[src/rtl/pio_req_route.sv]
// PIO request router: decodes the target demux channel from the first beat of
// each completer request, discards unroutable packets, replicates the latched
// header on every beat and registers the stream through an output/skid pair.
//
// Handshake: a beat moves across an interface on a clock edge where valid and
// ready are both high; valid is never withdrawn, and the payload never changes,
// until that edge.
module pio_req_route #(
    parameter int OUT_CHNL_NUM = 4,
    parameter int SEL_LSB      = 20,
    parameter int PIO_DATA_W   = 64,
    parameter int PIO_HEAD_W   = 132
) (
    input  logic                  clk,
    input  logic                  rst_n,
    input  logic [PIO_DATA_W-1:0] s_axis_req_data,
    input  logic [PIO_HEAD_W-1:0] s_axis_req_head,
    input  logic                  s_axis_req_last,
    input  logic                  s_axis_req_valid,
    output logic                  s_axis_req_ready,
    output logic [PIO_DATA_W-1:0] m_axis_req_data,
    output logic [PIO_HEAD_W-1:0] m_axis_req_head,
    output logic                  m_axis_req_last,
    output logic                  m_axis_req_valid,
    input  logic                  m_axis_req_ready,
    output logic [2:0]            demux_sel,
    output logic [15:0]           drop_cnt
);

    typedef enum logic [1:0] {SOP = 2'd0, FWD = 2'd1, DROP = 2'd2} state_t;

    typedef struct packed {
        logic [PIO_DATA_W-1:0] data;
        logic [PIO_HEAD_W-1:0] head;
        logic                  last;
        logic [2:0]            sel;
    } beat_t;

    localparam logic [3:0] CHNL_LIM = 4'(OUT_CHNL_NUM);

    state_t                state_q, state_d;
    logic [PIO_HEAD_W-1:0] hdr_q;
    logic [2:0]            sel_q;
    beat_t                 o_q, s_q, in_beat;
    logic                  o_vld, s_vld;

    logic [2:0]            bar_id;
    logic [1:0]            sel_field;
    logic [2:0]            dec_sel;
    logic                  routable;
    logic                  in_acc;
    logic                  fwd;
    logic                  drop_first;
    logic [PIO_HEAD_W-1:0] beat_head;
    logic [2:0]            beat_sel;

    // Channel decode of the raw input header; only meaningful on a first beat.
    always_comb begin
        bar_id    = s_axis_req_head[130:128];
        sel_field = s_axis_req_head[96+SEL_LSB +: 2];
        dec_sel   = 3'd0;
        if (bar_id == 3'd2) begin
            dec_sel = 3'd1 + {1'b0, sel_field};
        end
        routable = ((bar_id == 3'd0) || (bar_id == 3'd2)) && ({1'b0, dec_sel} < CHNL_LIM);
    end

    // Skid register full blocks input, except while discarding a packet.
    assign s_axis_req_ready = (state_q == DROP) | ~s_vld;
    assign in_acc           = s_axis_req_valid & s_axis_req_ready;

    // Packet-framing FSM: next state and per-beat forward/discard decision.
    always_comb begin
        state_d    = state_q;
        fwd        = 1'b0;
        drop_first = 1'b0;
        beat_head  = hdr_q;
        beat_sel   = sel_q;
        case (state_q)
            SOP: begin
                if (in_acc) begin
                    beat_head = s_axis_req_head;
                    beat_sel  = dec_sel;
                    if (routable) begin
                        fwd = 1'b1;
                        if (!s_axis_req_last) state_d = FWD;
                    end else begin
                        drop_first = 1'b1;
                        if (!s_axis_req_last) state_d = DROP;
                    end
                end
            end
            FWD: begin
                if (in_acc) begin
                    fwd = 1'b1;
                    if (s_axis_req_last) state_d = SOP;
                end
            end
            DROP: begin
                if (in_acc && s_axis_req_last) state_d = SOP;
            end
            default: state_d = SOP;
        endcase
    end

    assign in_beat = '{data: s_axis_req_data, head: beat_head,
                       last: s_axis_req_last, sel: beat_sel};

    // FSM state register.
    always_ff @(posedge clk or negedge rst_n) begin
        if (!rst_n) state_q <= SOP;
        else        state_q <= state_d;
    end

    // Header and channel latched from the first beat of a routable packet.
    always_ff @(posedge clk or negedge rst_n) begin
        if (!rst_n) begin
            hdr_q <= '0;
            sel_q <= 3'd0;
        end else if (state_q == SOP && in_acc && routable) begin
            hdr_q <= s_axis_req_head;
            sel_q <= dec_sel;
        end
    end

    // Output/skid pair: O feeds the demux, S catches a beat while O is stalled.
    always_ff @(posedge clk or negedge rst_n) begin
        if (!rst_n) begin
            o_q   <= '0;
            s_q   <= '0;
            o_vld <= 1'b0;
            s_vld <= 1'b0;
        end else if (!o_vld || m_axis_req_ready) begin
            if (s_vld) begin
                o_q   <= s_q;
                o_vld <= 1'b1;
                s_vld <= fwd;
                if (fwd) s_q <= in_beat;
            end else if (fwd) begin
                o_q   <= in_beat;
                o_vld <= 1'b1;
            end else begin
                o_vld <= 1'b0;
            end
        end else if (fwd) begin
            s_q   <= in_beat;
            s_vld <= 1'b1;
        end
    end

    // Saturating count of discarded packets, bumped on their first beat.
    always_ff @(posedge clk or negedge rst_n) begin
        if (!rst_n)                                drop_cnt <= 16'd0;
        else if (drop_first && drop_cnt != 16'hFFFF) drop_cnt <= drop_cnt + 16'd1;
    end

    assign m_axis_req_data  = o_q.data;
    assign m_axis_req_head  = o_q.head;
    assign m_axis_req_last  = o_q.last;
    assign m_axis_req_valid = o_vld;
    assign demux_sel        = o_q.sel;

endmodule

[config.mk]
export PLATFORM = sky130hd
export DESIGN_NAME = pio_req_route
export DESIGN_NICKNAME = d
export VERILOG_FILES = /design/src/rtl/pio_req_route.sv
export SDC_FILE = /design/constraint.sdc
export NUM_CORES = 1
export LEC_CHECK = 0
export CORE_ASPECT_RATIO = 2
export CORE_MARGIN = 2
export CORE_UTILIZATION = 45
export CTS_BUF_LIST = sky130_fd_sc_hd__clkbuf_8
export CTS_CLUSTER_DIAMETER = 200
export CTS_CLUSTER_SIZE = 10
export DETAILED_ROUTE_END_ITERATION = 7
export PLACE_DENSITY = 0.7
export SYNTH_ARGS = -nofsm -noshare
export SYNTH_HDL_FRONTEND = slang
export SYNTH_SLANG_ARGS = --single-unit
[constraint.sdc]
create_clock -name clk -period 3.6 [get_ports clk]
set_input_delay 0.54 -clock clk [delete_from_list [all_inputs] [get_ports clk]]
set_output_delay 0.54 -clock clk [all_outputs]
set_load 0.01 [all_outputs]
==> metrics.md <==
| Metric | Value |
|---|---|
| Tcrit/Tclk final | `0.859` |
| Layout cells sized above 1 | `0.254` |
| Combinational share of power | `0.330` |
| Crit path largest cell delay | `approximately 550 ps` |
| Post-DP HPWL | `approximately 41 mm` |
| Worst R2R End | `m_axis_req_head[83]` |
| Final GP Congestion | `roughly 0.8` |
| Clock Power Share | `0.183` |
| Antenna violations before repair | `12` |
| Avg WL per Cell | `between 20 and 25 µm` |
| Top cells by area, synth | `dfrtp_1 58%, mux2_2 22%, o21ai_0 5.7%, mux2i_1 5.6%, nand2_1 4.3%` |
| Drt first-iter violations | `767` |
| Data arrival time of the worst path | `2550 ps` |
| RSZ-0062 raised after global routing | `no` |
| Vias post-DR | `15940` |
| Post-route setup slack | `506 ps` |
| Critical setup path kind | `flop to output pin` |
| CP endpoint kind | `output pin` |
| Antenna-violating nets left | `0` |
| Area Overhead vs Synth | `24.8%` |
| Sequential share of the synthesized area | `0.581` |
| Syn Nets | `2103` |
| Inserted Clock Buffers | `a little over 60` |
| Drt first pass iters | `5` |
| Clk slew on worst S/H paths | `roughly 80 ps` |
| Hold Path Class | `input port to async pin` |
| Synth Register Bits | `between 500 and 600` |
| Fmax | `approximately 320 MHz` |
| Reg2reg setup slack | `approximately 840 ps` |
| Switching part of the total power | `0.300` |
| Clk_skew | `about 17 ps` |
| Synth cell types | `40` |
| List of most frequent post-synthesis cells | `555 x dfrtp_1, 466 x mux2_2, 274 x nand2_1` |
| Met2 usage | `0.385` |
| Crit path max-delay family | `buffers and inverters` |
| Leakage | `13.2 nW` |
| Global route hottest layer | `met2` |
| Initial Utilization | `0.455` |
| DRC viols | `0` |
| Startpoint class of the critical path | `flop` |
| Met1 Resource Use GR | `0.253` |
| Dpl ws | `between 500 and 600 ps` |
| Rows | `about 120` |
| Vias in the first global route | `between 15000 and 20000` |
| Pwr dens | `approximately 650 nW/µm²` |
| Post-Syn Area | `23900 µm²` |
| Ys async rst share | `1.00` |
| EDFF count, synth | `0` |
| Minimum clock period | `around 3100 ps` |
| Worst-Skew Late Latency | `between 600 and 700 ps` |
| CP required | `about 3100 ps` |
| CTS tree | `done` |
| Die ar. | `between 50000 and 60000 µm²` |
| Final Hold Viols | `0` |
| IO Count | `419` |
| Status | `finished, final reports clean` |
| Num Clock Sinks | `roughly 560` |
| Largest net degree at the start of global routing | `roughly 150` |
| Syn Area/Cell | `approximately 13 µm²` |
| Crit path cell chain | `buf_12 > o21ai_0 > clkdlybuf4s50_1` |
| Slew Limit Fails | `0` |
| Placeable Area | `52600 µm²` |
| Yosys synthesis warning count | `0` |
| Max clock buf depth | `3` |
| Slew of the pin with the lowest slew margin | `about 1100 ps` |
| Max VDD drop | `approximately 0.47 mV` |
| IO buf count | `418` |
| Synth area leader | `dfrtp_1` |
| Sequential share of power | `0.487` |
| Reg2Reg Depth | `5` |
| Drt via density | `around 5.4` |
| Switching pwr | `a little under 0.006 W` |
| H-tree depth | `2` |
| Crit-path max FO | `150` |
| Gate Count Post-Synth | `1900` |
| Top_reg_cell synth | `dfrtp_1` |
| Gr usage total | `0.220` |
| CP bufs+invs | `2` |
| Grt ovf | `0` |
| Post-synth top area share | `0.581` |
| Met3 Track Usage GR | `0.0543` |
| Die W | `roughly 170 µm` |
| CP max stage cell | `dfrtp_4` |
| Most frequent cell after synthesis | `dfrtp_1` |
| Max Cap Violations | `0` |
| Crit path launch | `s_vld` |
| Rel. slew slack | `0.281` |
| Root Driver | `clkbuf_8` |
| Endpoints failing setup | `0` |
| Die Y | `330 µm` |
| Internal power | `between 0.01 and 0.015 W` |
| R2r startpoint | `s_vld` |
| DRT Wirelength | `roughly 61 mm` |
| Setup TNS | `0 ps` |
| First-pass GRT wire length | `95.6 mm` |
| Nets | `~2500` |
## registers in the layout (all words and copies together), names as in the netlist, 2 cells and up
register and flops:
demux_sel 3, drop_cnt 16, hdr_q 132, m_axis_req_data 64, m_axis_req_head 132, s_q 200, sel_q 3, state_q 2
## worst reg2reg max path: stages (launching register included)
cell and delay [ps]:
dfrtp_4 580, or4b_4 630, buf_12 260, mux2i_1 730
o21ai_0 130, mux2_2 300
## worst max path at each step
| stage | to | slack (ps) | depth (start not counted) |
|---|---|---|---|
| floorplan | hdr_q[57] | 1210 | 7 |
| global placement | m_axis_req_head[8] | 560 | 8 |
| detailed placement | drop_cnt[14] | 500 | 5 |
| CTS | s_axis_req_ready | 400 | 3 |
| global route | s_axis_req_ready | 330 | 3 |
| finish | s_axis_req_ready | 510 | 3 |
## routing by layer
metal,wire length [µm],up-vias
li1,-,7397
met1,23600,7985
met2,30800,434
met3,3720,116
met4,2660,8
met5,55,-
## what timing repair did
item | in CTS | in global routing
buffers inserted | 0 | 0
hold buffers | 1 | 0
gates resized for setup | 0 | 0
endpoints found under the setup margin | 0 | 0
hold endpoints to repair | 59 | 0
## kinds of logic (layout without fill, tap and decap cells)
logic type	count (synthesis)	after routing	share of synthesized area
multiplexers	601	601	0.276
flip-flops	555	555	0.581
AND/OR/NAND/NOR	316	316	0.0555
AO/OA/AOI/OAI	283	283	0.0605
buffers and inverters	131	527	0.0217
XOR/XNOR	12	12	0.00440
adder cells (fa/ha/maj)	2	2	0.00105
other	0	8	0
## cells in the final DEF (no fill, tap or decap), drive strengths merged, types with 2 or more instances in the layout
cell           instances
a211oi                 2
a21oi                  3
and2                   6
and3                   2
and4                   2
buf                   44
clkbuf                61
clkdlybuf4s50        417
dfrtp                555
diode                  8
ha                     2
inv                    3
mux2                 467
mux2i                134
nand2                274
nand2b                 3
nand3                  4
nand4                  4
nor2                   5
nor2b                  2
nor3                   2
nor4                   3
nor4b                  2
nor4bb                 2
o2111ai                2
o211ai                 3
o21ai                270
xnor2                  9
xor2                   3
## layout make-up
class	count	area (µm²)
fillers	4354	22700
flip-flops and latches	555	13900
multi-input cells	1214	9540
repair buffers	462	4700
clock buffers	61	840
well taps	665	832
diodes	8	20.0
clock inverters	2	11.3
inverters	2	7.51
## per-stage QoR
stage | hold WS (ps) | power (W) | std cells | util | instance area, µm²
finish | 470 | 0.0194 | 2969 | 0.568 | 29800
global route | 502 | 0.0205 | 2969 | 0.568 | 29800
CTS | 450 | 0.0197 | 2961 | 0.567 | 29800
detailed placement | 470 | 0.0160 | 2897 | 0.551 | 29000
global placement | 462 | 0.0157 | 2897 | 0.551 | 29000
floorplan | 244 | 0.0122 | 1900 | - | 23900
## power groups by stage
| stage | Clock [W] | Sequential (W) | Combinational [W] |
|---|---|---|---|
| 3_5_place_dp | 0 | 0.00956 | 0.00648 |
| 6_report | 0.00355 | 0.00944 | 0.00641 |
| 3_3_place_gp | 0 | 0.00944 | 0.00630 |
| 4_1_cts | 0.00373 | 0.00946 | 0.00650 |
| 5_1_grt | 0.00392 | 0.00969 | 0.00691 |
| 2_1_floorplan | 0 | 0.00975 | 0.00250 |
(Power assumes the default switching activity.)
